`config.mk`:
```
export PLATFORM = sky130hd
export DESIGN_NAME = switch_debounce
export DESIGN_NICKNAME = d
export VERILOG_FILES = /design/src/rtl/debounce_pkg.sv /design/src/rtl/debounce_channel.sv /design/src/rtl/switch_debounce.sv
export SDC_FILE = /design/constraint.sdc
export NUM_CORES = 1
export LEC_CHECK = 0
export ABC_AREA = 1
export CAP_MARGIN = 20
export CORE_MARGIN = 8
export CORE_UTILIZATION = 35
export CTS_CLUSTER_DIAMETER = 100
export CTS_CLUSTER_SIZE = 40
export DETAILED_ROUTE_END_ITERATION = 8
export GPL_TIMING_DRIVEN = 0
export SYNTH_ARGS = -nofsm -noshare
export SYNTH_HDL_FRONTEND = slang
export SYNTH_HIERARCHICAL = 1
export SYNTH_SLANG_ARGS = --single-unit
export TNS_END_PERCENT = 1
```
`constraint.sdc`:
```
create_clock -name clk -period 2.5 [get_ports clk]
set_clock_uncertainty 0.05 [all_clocks]
set_input_delay 0.25 -clock clk [delete_from_list [all_inputs] [get_ports clk]]
set_output_delay 0.25 -clock clk [all_outputs]
set_load 0.005 [all_outputs]
```
`src/rtl/debounce_pkg.sv`:
```
// Shared types and parameter floors for the switch debouncer.
package debounce_pkg;

  typedef enum logic [1:0] {S_LOW, S_WAIT_HIGH, S_HIGH, S_WAIT_LOW} db_state_t;

  localparam int SYNC_STAGES_MIN     = 2;
  localparam int DEBOUNCE_CYCLES_MIN = 2;

endpackage

```
`src/rtl/debounce_channel.sv`:
```
// One debounced switch: synchronizer chain feeding a 4-state debounce FSM.
// out_next is exported so the top can register change/edge pulses in step with out.
module debounce_channel
  import debounce_pkg::*;
#(
  parameter int DEBOUNCE_CYCLES = 4,
  parameter int SYNC_STAGES     = 2
) (
  input  logic clk,
  input  logic rst_n,
  input  logic raw,
  output logic out,
  output logic out_next
);

  localparam int CNT_W = $clog2(DEBOUNCE_CYCLES);
  localparam logic [CNT_W-1:0] CNT_LAST = CNT_W'(DEBOUNCE_CYCLES - 1);

  logic [SYNC_STAGES-1:0] sync;
  logic                   s;
  db_state_t              state, state_next;
  logic [CNT_W-1:0]       cnt, cnt_next;

  // Pure flop chain: nothing between stages so metastability settles cleanly.
  always_ff @(posedge clk or negedge rst_n) begin
    if (!rst_n) sync <= '0;
    else        sync <= {sync[SYNC_STAGES-2:0], raw};
  end

  assign s = sync[SYNC_STAGES-1];

  always_ff @(posedge clk or negedge rst_n) begin
    if (!rst_n) begin
      state <= S_LOW;
      cnt   <= '0;
      out   <= 1'b0;
    end else begin
      state <= state_next;
      cnt   <= cnt_next;
      out   <= out_next;
    end
  end

  // Counter is zero outside the WAIT states, so every WAIT entry starts from 0.
  always_comb begin
    state_next = state;
    cnt_next   = '0;
    out_next   = out;
    unique case (state)
      S_LOW: begin
        if (s) state_next = S_WAIT_HIGH;
      end
      S_WAIT_HIGH: begin
        if (!s) begin
          state_next = S_LOW;
        end else if (cnt == CNT_LAST) begin
          state_next = S_HIGH;
          out_next   = 1'b1;
        end else begin
          cnt_next = cnt + CNT_W'(1);
        end
      end
      S_HIGH: begin
        if (!s) state_next = S_WAIT_LOW;
      end
      S_WAIT_LOW: begin
        if (s) begin
          state_next = S_HIGH;
        end else if (cnt == CNT_LAST) begin
          state_next = S_LOW;
          out_next   = 1'b0;
        end else begin
          cnt_next = cnt + CNT_W'(1);
        end
      end
      default: begin
        state_next = S_LOW;
        out_next   = 1'b0;
      end
    endcase
  end

endmodule

```
`src/rtl/switch_debounce.sv`:
```
// Two-switch debouncer feeding the gate block's a/b inputs, plus a change strobe.
// Optional per-edge pulses a_rise/a_fall/b_rise/b_fall under SWITCH_DEBOUNCE_EDGE_EN.
module switch_debounce
  import debounce_pkg::*;
#(
  parameter int DEBOUNCE_CYCLES = 4,
  parameter int SYNC_STAGES     = 2
) (
  input  logic clk,
  input  logic rst_n,
  input  logic sw_a_raw,
  input  logic sw_b_raw,
  output logic a,
  output logic b,
  output logic changed
`ifdef SWITCH_DEBOUNCE_EDGE_EN
  ,
  output logic a_rise,
  output logic a_fall,
  output logic b_rise,
  output logic b_fall
`endif
);

  if (SYNC_STAGES < SYNC_STAGES_MIN) begin : g_bad_sync
    $error("switch_debounce: SYNC_STAGES must be >= %0d", SYNC_STAGES_MIN);
  end
  if (DEBOUNCE_CYCLES < DEBOUNCE_CYCLES_MIN) begin : g_bad_deb
    $error("switch_debounce: DEBOUNCE_CYCLES must be >= %0d", DEBOUNCE_CYCLES_MIN);
  end

  logic a_next, b_next;

  debounce_channel #(.DEBOUNCE_CYCLES(DEBOUNCE_CYCLES), .SYNC_STAGES(SYNC_STAGES)) u_ch_a (
    .clk(clk), .rst_n(rst_n), .raw(sw_a_raw), .out(a), .out_next(a_next)
  );

  debounce_channel #(.DEBOUNCE_CYCLES(DEBOUNCE_CYCLES), .SYNC_STAGES(SYNC_STAGES)) u_ch_b (
    .clk(clk), .rst_n(rst_n), .raw(sw_b_raw), .out(b), .out_next(b_next)
  );

  // Registered from next-vs-current so the pulse lands in the cycle a/b change.
  always_ff @(posedge clk or negedge rst_n) begin
    if (!rst_n) changed <= 1'b0;
    else        changed <= (a_next != a) | (b_next != b);
  end

`ifdef SWITCH_DEBOUNCE_EDGE_EN
  always_ff @(posedge clk or negedge rst_n) begin
    if (!rst_n) begin
      a_rise <= 1'b0;
      a_fall <= 1'b0;
      b_rise <= 1'b0;
      b_fall <= 1'b0;
    end else begin
      a_rise <= a_next & ~a;
      a_fall <= ~a_next & a;
      b_rise <= b_next & ~b;
      b_fall <= ~b_next & b;
    end
  end
`endif

endmodule

```
After elaboration in Yosys (flattened, before gate mapping):

Index checks and enable logic that the tools add are counted.

* input bits: 4
* bits in registers: 15

* reductions and logical operators: 4
* multiplexer cells: 32
* $add $sub $neg: 2
* equality and inequality tests: 18
* bitwise logic cells: 1

Operators with widths (number)
* 2-bit two-way mux: 18
* 2-bit one-hot mux with 4 select lines: 2
* 2-bit == test, second input constant: 6
* 1-bit two-way mux: 8
* 2-bit one-hot mux with 2 select lines: 2
* 4-bit AND reduction: 2
* 3-bit by 1-bit != test with 1-bit output, second input constant: 2
* 3-bit != test, second input constant: 2
* 2-bit by 1-bit adder with 2-bit output, second input constant: 2
* 2-bit by 1-bit == test with 1-bit output, second input constant: 2
* 2-bit zero test: 2
* 2-bit by 1-bit != test with 1-bit output, second input constant: 2
* 2-bit != test, second input constant: 2
* 1-bit one-hot mux with 2 select lines: 2
* 1-bit != test: 2
* 1-bit OR: 1

Longest topological paths before layout:

Gate-level depths: netlist (run 1).

* depth after elaboration: 6
* gate-level depth with buffers: 8

By module:

Netlist (run 1), hierarchy kept.

By module, submodules not included
* debounce_channel at u_ch_b: cells each 31, area each 291.5 um^2, instances 1, seq. area each 175.2 um^2
* debounce_channel at u_ch_a: cells each 31, area each 290.3 um^2, instances 1, seq. area each 175.2 um^2
* switch_debounce: cells each 8, area each 56.3 um^2, instances 1, seq. area each 25.0 um^2

Least setup slack after synthesis (run 1):

OpenSTA, ideal clock, no wires.

* kind: register -> register
* start: register u_ch_a.cnt[0]
* end: register changed
* arrival time: 1.019 ns
* library setup time: 0.122 ns
* data required time: 2.328 ns
* period minus slack after synthesis: 1.190 ns
* stages on the path, launching flop included: 7
* slack: 1.310 ns
* cell sequence: dfrtp_1 -> ha_1 -> nand3_1 -> nor2_1 -> nor2_1 -> xnor2_1 -> nand2_1

* cells in the longest elaborated chain, start to end: 6
* elaborated cells between the ends (all ways): 8

Ends and longest elaborated chain
* start, declared: RTL line debounce_channel.sv:22 `logic [CNT_W-1:0] cnt, cnt_next;`
* start signal, assigned: RTL line debounce_channel.sv:39 `cnt <= cnt_next;`
* 2-bit == test (*): RTL line debounce_channel.sv:56, debounce_channel.sv:69
* 1-bit two-way mux, on equally long branches: RTL line debounce_channel.sv:69, debounce_channel.sv:56
* 1-bit two-way mux, on equally long branches: RTL line debounce_channel.sv:67, debounce_channel.sv:54
* 1-bit one-hot mux with 2 select lines (*): RTL line debounce_channel.sv:49 `unique case (state)`
* named net a_next: RTL line switch_debounce.sv:32 `logic a_next, b_next;`
* 1-bit != test (*): RTL line switch_debounce.sv:45 `else changed <= (a_next != a) | (b_next != b);`
* 1-bit OR (*): RTL line switch_debounce.sv:45
* end signal, assigned: RTL line switch_debounce.sv:45
* end, declared: RTL line switch_debounce.sv:15 `output logic changed`

The timed path passes the listed nets; every way through them passes the cells marked *.
A chain may end at the register's enable or synchronous reset.

Worst setup path after layout (run 1):

* start: register u_ch_b.out
* end: output b

RTL lines
* start, declared: RTL line debounce_channel.sv:12 `output logic out,`
* start signal, assigned: RTL line debounce_channel.sv:40 `out <= out_next;`
* end, declared: RTL line switch_debounce.sv:14 `output logic b,`

No word-level cell between the ends.

==> summary.md, run 1 <==
| Metric | Value |
|---|---|
| DRT iter0 DRCs | `5` |
| Num ports | `7` |
| CP arrival | `approximately 1.2 ns` |
| CTS resizes | `0` |
| Mapped Area | `approximately 640 um2` |
| PwrDens | `a little under 1000 nW/um2` |
| Reg clk slew, reported paths | `around 0.090 ns` |
| Register bit total from synthesis | `15` |
| Clock Latency Late Sink | `0.28 ns` |
| Layout Nets | `87` |
| Number of global-route vias before repair | `about 400` |
| Max Fclk | `672 MHz` |
| Worst hold path cell count | `0` |
| CTS root buffer | `clkbuf_4` |
| Die area | `3450 um2` |
| Area fraction of the dominant cell type after synthesis | `between 50% and 60%` |
| Part of the cycle the worst path needs | `between 50% and 60%` |
| Antenna diode count | `0` |
| Hold buffers post-CTS | `0` |
| Cell count after synthesis | `70` |
| Yosys top cell by area | `dfrtp_1` |
| Pin count of the biggest net entering global routing | `16` |
| Worst slew pin tran | `approximately 0.65 ns` |
| Worst r2r src | `u_ch_a/cnt[0]$_DFF_PN0_` |
| RSZ-0062 raised after global routing | `false` |
| TritonCTS clock tree | `done` |
| Global-route wire length before repair | `about 1700 um` |
| Worst hold path class | `flop to flop` |
| Critical path class | `flop to primary output` |
| Post-route ant nets | `0` |
| Distinct cells, synth | `12` |
| Leak pwr | `roughly 0.4 nW` |
| Setup Buffers After CTS | `0` |
| Vias/cell | `between 4 and 5` |
| Asr flop ratio synth | `between 90% and 100%` |
| Die H | `between 50 and 60 um` |
| CTS buffer count | `3` |
| Worst ir drop on vdd | `0.378 mV` |
| DRC | `0` |
| Gr usage total | `roughly 6.7%` |
| Average cell area after synthesis | `9.12 um2` |
| R2r setup slk | `between 1 and 1.5 ns` |
| Clk buf depth | `2` |
| Post-synth top cells | `nand2_1, dfrtp_1, inv_1, nand3_1, nor2_1` |
| WL per Instance | `around 8.9 um` |
| Synth top area cells | `dfrtp_1, nand2_1, nand3_1, inv_1, nor2_1` |
| CP Cell Sequence | `clkdlybuf4s50_1` |
| HPWL after DPL | `roughly 730 um` |
| Setup Viol. Count Final | `0` |
| Max-slew headroom | `56.4%` |
| Pre-antenna DRT Iters | `4` |
| R2r worst-path depth | `6` |
| Most numerous cell in the Yosys netlist | `nand2_1` |
| Routed vias | `~450` |
| Seq pwr share | `approximately half` |
| Psw | `between 0.2 and 0.25 mW` |
| Logic pwr share | `just over 30%` |
| Crit path max-delay family | `buffers and inverters` |
| GP Congestion | `0.721` |
| Die X | `58.7 um` |
| Final Max Slew Viols | `0` |
| Total grt overflow | `0` |
| Area grow syn2layout | `18.4%` |
| Reg-to-Reg End | `changed$_DFF_PN0_` |
| Status | `finished clean` |
| Register area share after synthesis | `between 50% and 60%` |
| Initial Utilization | `37.0%` |
| Crit path max fanout | `4` |
| Max-Cap Viols | `0` |
| HP Start | `u_ch_a/sync[0]$_DFF_PN0_` |
| Critical path startpoint category | `flop` |
| Post-synth EDFFs | `0` |
| Yosys warns | `6` |
| Fin. Hold Viols | `0` |
| Core area | `approximately 1700 um2` |
| Main synth FF type | `dfrtp_1` |
| Final TNS setup | `0 ns` |
| Worst Path Buf+Inv | `1` |
| H-tree level count | `1` |
| Final critical-path required period | `about 1.5 ns` |
| Fraction of layout cells with a size suffix above 1 | `7.50%` |
| Initial antenna violation count | `0` |
| FP Rows | `15` |
| Pwr Total | `around 0.74 mW` |
| Worst EP required | `~2.2 ns` |
| Clock Sinks | `15` |
| Worst Hold Path EP | `u_ch_a/sync[1]$_DFF_PN0_` |
| CP Capture Type | `primary output` |
| FILL cells | `about 190` |
| Hold Worst Slack | `0.304 ns` |
| Port buffer count | `6` |
| Clock Power Share | `between 10% and 20%` |
| Internal Dissipation | `0.492 mW` |
| Mapped Nets | `76` |
| Sw frac | `around a third` |
| Slowest cell on the critical path | `clkdlybuf4s50_1` |
| Crit path largest cell delay | `roughly 0.52 ns` |
| Wirelength, routed | `around 940 um` |
## worst reg2reg max path, stage by stage (launching register included)
cell and delay, ns:
dfrtp_1 0.39, ha_1 0.22, nand3_1 0.10, nor2_1 0.05
nor2_1 0.15, xnor2_1 0.13, nand2_1 0.06
## power by group through the flow
stage / Sequential, mW / Combinational [mW] / Clock [mW]
2_1_floorplan: 0.372 / 0.156 / 0
3_3_place_gp: 0.377 / 0.231 / 0
3_5_place_dp: 0.381 / 0.237 / 0
4_1_cts: 0.376 / 0.238 / 0.144
5_1_grt: 0.388 / 0.264 / 0.154
6_report: 0.375 / 0.231 / 0.136
## per-stage QoR
| step | std cells | instance area (um2) | worst slack, ns | utilization, % |
|---|---|---|---|---|
| finish | 105 | 756 | 1.01 | 43.8 |
| global route | 105 | 756 | 0.946 | 43.8 |
| CTS | 105 | 756 | 0.989 | 43.8 |
| detailed placement | 101 | 729 | 1.23 | 42.2 |
| global placement | 101 | 729 | 1.24 | 42.2 |
| floorplan | 70 | 638 | 1.31 | - |
## logic make-up after synthesis
family	synth area share [%]
buffers and inverters	6.47
AND/OR/NAND/NOR	24.9
adder cells (fa/ha/maj)	3.92
AO/OA/AOI/OAI	3.14
flip-flops	58.8
XOR/XNOR	2.75
## worst max path at each step
stage | depth (start not counted) | to | startpoint
floorplan | 6 | changed$_DFF_PN0_ | u_ch_a/cnt[0]$_DFF_PN0_
global placement | 7 | changed$_DFF_PN0_ | u_ch_a/cnt[0]$_DFF_PN0_
detailed placement | 7 | changed$_DFF_PN0_ | u_ch_a/cnt[0]$_DFF_PN0_
CTS | 1 | b | u_ch_b/out$_DFF_PN0_
global route | 1 | b | u_ch_b/out$_DFF_PN0_
finish | 1 | b | u_ch_b/out$_DFF_PN0_
## per-layer routing
metal | vias up | routed length [um] | global-route usage (%)
met4 | 0 | 12 | 6.14
met5 | - | 0 | 0
met2 | 5 | 423 | 9.45
li1 | 239 | - | -
met3 | 2 | 31 | 2.83
met1 | 202 | 469 | 7.53
## area by class of cell
cell class                 instances  area [um2]  area share (%)
clock buffer                       4        26.3            3.48
timing repair buffer               6        60.1            7.95
sequential                        15         375            49.7
inverter                          11        41.3            5.46
tap                               25        31.3            4.14
multi-input combinational         44         221            29.3
## cells in the final DEF (no fill, tap or decap), drive strengths merged
cell type	Yosys	layout
nand3	10	10
dfrtp	15	15
ha	2	2
nor2	9	9
xnor2	2	2
nand4	1	1
o21ai	1	1
inv	11	11
clkbuf	0	4
a21boi	2	2
clkdlybuf4s50	0	6
nand2	17	17
Power figures use the tool's default switching activity.
==> inputs of run 2 (changes only) <==
clock period = 1.5 ns   (was 2.5 ns; I/O delays follow)
==> results of run 2 <==
Same layout as run 1 (identical final DEF). Status: finished clean.
Main changes from that run: setup slack after placement 1.23 ns -> 0.232 ns; setup slack after layout 1.01 ns -> 0.113 ns; hold slack 0.304 ns -> 0.219 ns; register-to-register setup slack 1.24 ns -> 0.24 ns; total power 0.742 mW -> 1.24 mW; worst IR drop on VDD 0.378 mV -> 0.629 mV
==> inputs of run 3 (changes only) <==
CORE_UTILIZATION = 30   (was 35)
SLEW_MARGIN = 20   (was default)
==> run 3 against run 2 <==
Against the previous run:
- sequential share of layout area shrank 0.25 points
- final cell count increased by 1.9%
- via count increased by 3.8%
- global-route usage down 1.3 points
- cell area grew 0.50%
- first-iteration DRC count shrank 40%
- largest cell class unchanged
==> summary.md, run 3 (synthesis results as in run 1) <==
| Metric | Value |
|---|---|
| Clk buf depth | `2 (unchanged)` |
| M1 GR Usage | `6.01% (-1.5 points)` |
| Worst r2r src | `u_ch_a/cnt[0]$_DFF_PN0_` |
| Global-route wire length before repair | `1710 um (+1.7%)` |
| CTS root buffer | `clkbuf_4` |
| PwrDens | `~1600 nW/um2` |
| CP arrival | `1.20 ns (about the same)` |
| Worst EP required | `between 1 and 1.5 ns` |
| Grt peak-use layer | `met2` |
| Antenna diode count | `0 (unchanged)` |
| Vias/cell | `4.35 (+1.9%)` |
| DRC | `0 (unchanged)` |
| Number of global-route vias before repair | `422 (+3.4%)` |
| Num ports | `7 (unchanged)` |
| Setup Buffers After CTS | `0 (unchanged)` |
| Die X | `62.1 um (+5.8%)` |
| RSZ-0062 raised after global routing | `false` |
| Most frequent cells in the layout | `nand2_1, dfrtp_1, inv_1, nand3_1, nor2_1` |
| Reg-to-Reg End | `changed$_DFF_PN0_` |
| Internal Dissipation | `around 0.82 mW` |
| Met3 usage | `2.33% (-0.50 points)` |
| H-tree level count | `1 (unchanged)` |
| GP Congestion | `0.786 (+8.9%)` |
| Logic pwr share | `31.6% (+0.4 points)` |
| Initial antenna violation count | `0 (unchanged)` |
| Crit path max-delay family | `buffers and inverters` |
| Routed vias | `465 (+3.8%)` |
| CTS buffer count | `3 (unchanged)` |
| Max Fclk | `roughly 710 MHz` |
| Critical path startpoint category | `flop` |
| Max-Cap Viols | `0 (unchanged)` |
| Die area | `3860 um2 (+12%)` |
| Hold buffers post-CTS | `0 (unchanged)` |
| R2r setup slk | `around 0.20 ns` |
| Area grow syn2layout | `19.0%` |
| Total grt overflow | `0 (unchanged)` |
| Pwr Total | `1.25 mW` |
| Gr usage total | `5.45% (-1.3 points)` |
| CTS resizes | `0 (unchanged)` |
| TritonCTS clock tree | `done` |
| Post-route ant nets | `0 (unchanged)` |
| Worst ir drop on vdd | `a little under 0.7 mV` |
| Reg clk slew, reported paths | `0.09 ns (about the same)` |
| Max-slew headroom | `57.5% (+1.1 points)` |
| Met2 Track Usage GR | `8.41% (-1.0 points)` |
| R2r worst-path depth | `7 (+1)` |
| Port buffer count | `6 (unchanged)` |
| Setup Viol. Count Final | `0 (unchanged)` |
| Worst Path Buf+Inv | `1 (unchanged)` |
| Layout Nets | `87 (unchanged)` |
| Final Max Slew Viols | `0 (unchanged)` |
| Slowest cell on the critical path | `clkdlybuf4s50_1` |
| Clock Latency Late Sink | `0.28 ns (about the same)` |
| Fin. Hold Viols | `0 (unchanged)` |
| CP Cell Sequence | `clkdlybuf4s50_1` |
| Crit path largest cell delay | `0.52 ns (about the same)` |
| Core area | `1980 um2 (+15%)` |
| Sw frac | `34.5%` |
| Pre-antenna DRT Iters | `3 (-1)` |
| HPWL after DPL | `743 um (+1.7%)` |
| Most common cell after layout, fill and taps aside | `nand2_1` |
| Clock Sinks | `15 (unchanged)` |
| Seq pwr share | `50.3% (-0.2 points)` |
| Critical path class | `flop to primary output` |
| CP Capture Type | `primary output` |
| Clock Power Share | `18.1% (-0.2 points)` |
| Leak pwr | `0.405 nW (+0.68%)` |
| Psw | `0.431 mW` |
| Initial Utilization | `32.2% (-4.8 points)` |
| Status | `finished clean` |
| Worst hold path class | `input pin to asynchronous set/reset pin` |
| Part of the cycle the worst path needs | `93.6%` |
| Final critical-path required period | `roughly 1.4 ns` |
| FILL cells | `202 (+9.2%)` |
| Pin count of the biggest net entering global routing | `16 (unchanged)` |
| Wirelength, routed | `1010 um (+7.4%)` |
| Worst slew pin tran | `0.636 ns (-0.0171 ns)` |
| DRT iter0 DRCs | `3 (-2)` |
| FP Rows | `16 (+1)` |
| Fraction of layout cells with a size suffix above 1 | `8.75% (+1.2 points)` |
| WL per Instance | `9.41 um (+5.3%)` |
| Die H | `62.1 um (+5.8%)` |
| Final TNS setup | `0 ns (unchanged)` |
| Crit path max fanout | `3 (-1)` |
[run 3: cell count changes in the layout (fill, tap and decap cells not counted)]
cell      delta
clkbuf_1     -1
clkinv_2     +1
[run 3: cell type report]
class / count / area, um2 / share of cell area (%)
clock buffers: 3 / 22.5 / 2.97
multi-input cells: 44 / 221 / 29.2
flip-flops and latches: 15 / 375 / 49.4
well taps: 27 / 33.8 / 4.45
repair buffers: 6 / 60.1 / 7.91
inverters: 11 / 41.3 / 5.44
clock inverters: 1 / 5.00 / 0.659
[run 3: power groups by stage]
| stage | Combinational [mW] | Clock (mW) | Sequential [mW] |
|---|---|---|---|
| after floorplan | 0.261 | 0 | 0.620 |
| after global placement | 0.385 | 0 | 0.632 |
| after detailed placement | 0.399 | 0 | 0.634 |
| after CTS | 0.401 | 0.242 | 0.629 |
| after global routing | 0.451 | 0.264 | 0.645 |
| final | 0.395 | 0.226 | 0.628 |
[run 3: routing by layer]
metal,vias up,part of all wire [%]
li1,236,-
met1,221,49
met2,6,46
met3,2,3.9
met4,0,0.79
met5,-,0
[run 3: per-stage QoR]
step           std cells  utilization [%]  instance area, um2  hold WS, ns  setup slack (ns)
3_5_place_dp         103             36.9                 732        0.295             0.198
5_1_grt              107             38.3                 759        0.234            0.0396
2_1_floorplan         70                -                 638       -0.196             0.310
4_1_cts              107             38.3                 759        0.223            0.0711
3_3_place_gp         103             36.9                 732        0.283             0.246
6_report             107             38.3                 759        0.205            0.0959
[run 3: how the worst max path moves through the flow]
stage,endpoint,depth (start not counted),from,slack [ns]
detailed placement,changed$_DFF_PN0_,7,u_ch_a/cnt[0]$_DFF_PN0_,0.20
global route,a,1,u_ch_a/out$_DFF_PN0_,0.04
global placement,changed$_DFF_PN0_,7,u_ch_a/cnt[0]$_DFF_PN0_,0.25
CTS,a,1,u_ch_a/out$_DFF_PN0_,0.07
finish,a,1,u_ch_a/out$_DFF_PN0_,0.1
floorplan,changed$_DFF_PN0_,6,u_ch_a/cnt[0]$_DFF_PN0_,0.31
==> variant (flow settings as in run 3) <==
Re-encode `db_state_t` (4 states) as one-hot, 4 bits wide.
--- a/src/rtl/debounce_pkg.sv
+++ b/src/rtl/debounce_pkg.sv
@@ -2,5 +2,5 @@
 package debounce_pkg;
 
-  typedef enum logic [1:0] {S_LOW, S_WAIT_HIGH, S_HIGH, S_WAIT_LOW} db_state_t;
+  typedef enum logic [3:0] {S_LOW = 4'b0001, S_WAIT_HIGH = 4'b0010, S_HIGH = 4'b0100, S_WAIT_LOW = 4'b1000} db_state_t;
 
   localparam int SYNC_STAGES_MIN     = 2;
Check against the original RTL: no difference found for any inputs over 10 cycles, from zero or initial values and one cycle with rst_n low; not proved beyond that.
==> variant against run 3 <==
  * Cell area grew 52%
  * Register-to-register slack lost 120 ps
  * Sequential share of layout area shrank 7.8 points
  * Total power grew 16%
  * Worst setup slack lost 17 ps
  * Synthesized area grew 55%
  * Wire length grew 75%
  * Sequential cell count grew 4
  * Critical path type is now flip-flop to flip-flop
  * Critical endpoint is now changed
  * Highest routed layer unchanged
==> variant: results (changes against run 3) <==
Status
  – Status: complete, no violations

Placed design
  – Placed Instance Area: 1107 um2 (+51%)
  – RePlAce Congestion: 0.7926 (+0.90%)
  – DP HPWL: 1339 um (+80%)
  – Placed Cells: 164 (+59%)
  – Dpl ws: 73.12 ps (-124.9 ps)

Yosys
  – Synth Net Count: 118 (+55%)
  – Synth top cells by count: nand2_1 (28), dfrtp_1 (17), inv_1 (12)
  – Post-synth cell types: 18 (+6)
  – Async S/R FF share, synth: 100.0% (unchanged)
  – EDFF count, synth: 0 (unchanged)
  – Syn Inst Count: 112 (+60%)
  – Sequential fraction of the synthesis area: 48.29% (-11 points)
  – Flop and latch count out of synthesis: 19 (+4)
  – Top cells by area, synth: dfrtp_1 (43%), nand2_1 (11%), nand3_2 (6.1%), o21bai_1 (6.1%), dfstp_2 (5.3%)

Routing
  – Final wirelength: 1759 um (+75%)
  – 1st-iter DRT viols: 16 (+13)
  – Via/cell ratio: 4.298 (-1.1%)
  – Drt first pass iters: 4 (+1)

Timing
  – Slew headroom: 44.59% (-13 points)
  – Final Cycle Share: 94.73% (+1.1 points)

Global route
  – Initial antenna violation count: 0 (unchanged)
  – Vias in the first global route: 756 (+79%)
  – Tot GR Track Use: 7.438% (+2.0 points)
  – Largest net degree at the start of global routing: 20 (+4)
  – First-pass GRT wire length: 3118 um (+82%)

Layout
  – Register Area: 479.2 um2 (+28%)
  – Buffering overhead: 7.391% (-0.52 points)
  – Layout cells sized above 1: 25.41% (+17 points)
  – Final-layout clock-cell area share: 2.391% (-1.2 points)
  – Non-filler cells, final: 168 (+57%)
  – Layout fillers: 356 (+76%)
  – Fin nets: 129 (+48%)
  – Bufs w/o clock: 8 (+2)
  – #MultiIn Comb: 77 (+75%)
  – Area of the multi-input gates: 449.2 um2 (+100%)
  – Ant. Diodes: 0 (unchanged)
  – Invs w/o clock: 14 (+3)

Setup path
  – Delay of the slowest critical-path stage: 370 ps (-150 ps)
  – Critical path's slowest cell: dfrtp_1
  – Cell family with most CP delay: compound AO/OA/AOI/OAI gates
  – Max FO, Critical Path: 4 (+1)
  – CP Data Arrival Time: 1560 ps (+360 ps)

Power
  – Pwr Total: 1.444 mW (+16%)
  – Clk pwr share: 17.5% (-0.6 points)
  – Worst vdd ir: 0.0004680 V (-32%)
  – Internal power: 0.8942 mW (+9.3%)
  – Combinational share of power: 34.6% (+3.0 points)
  – Leakage: 0.5576 nW (+38%)

Hold path
  – Worst min-delay path category: primary input to flip-flop

Clocking
  – Clock Tree Root: clkbuf_4
  – CTS clock-pin slew for the worst setup and hold paths: 110 ps (+20 ps)
[variant: cell count changes after synthesis, moves of 4 or more]
cell	change
nand3_1	-10
nand3_2	+6
nand2_2	+4
nor2_2	+6
nor3_1	+4
o21bai_1	+8
nand2_1	+11
[variant: routing by layer]
metal | part of all wire [%] | global-route usage, % | vias to the layer above
met2 | 50 | 12.71 | 7
li1 | - | - | 376
met4 | 2.4 | 6.208 | 0
met5 | 0 | 0 | -
met1 | 47 | 8.293 | 337
met3 | 0.80 | 0.4093 | 2
[variant: cells by family (layout without fill, tap and decap cells)]
kind of cell,Yosys count,after routing,share of synthesized area [%]
adder cells (fa/ha/maj),2,2,2.528
flip-flops,19,19,48.29
AND/OR/NAND/NOR,58,58,29.33
XOR/XNOR,1,1,0.8851
buffers and inverters,16,26,7.585
AO/OA/AOI/OAI,16,16,11.38
[variant: worst paths after layout]
check                               startpoint               to  slack, ps  cells past startpoint
worst max-delay path             u_ch_b/cnt[0]          changed         80                      8
worst min-delay path                  sw_b_raw   u_ch_b/sync[0]        240                      1
worst max register to register   u_ch_b/cnt[0]          changed         80                      8
worst min register to register  u_ch_a/sync[0]   u_ch_a/sync[1]        310                      0
max in group asynchronous                rst_n       u_ch_a/out        560                      1
min in group asynchronous                rst_n  u_ch_b/state[2]        270                      1
[variant: stage by stage]
stage / util (%) / setup TNS, ps / hold WS (ps)
detailed placement: 33.99 / 0 / 294.2
global route: 35.33 / -4.776 / 224.5
global placement: 33.99 / 0 / 291.5
floorplan: - / 0 / -195.6
finish: 35.33 / 0 / 236.8
CTS: 34.83 / 0 / 228.1
[variant: worst register-to-register path: cells and delay by family, from the launching register on]
family                   cells  cell delay (ps)
adder cells (fa/ha/maj)      1              240
AO/OA/AOI/OAI                2              380
flip-flops                   1              370
buffers and inverters        2              150
AND/OR/NAND/NOR              3              150
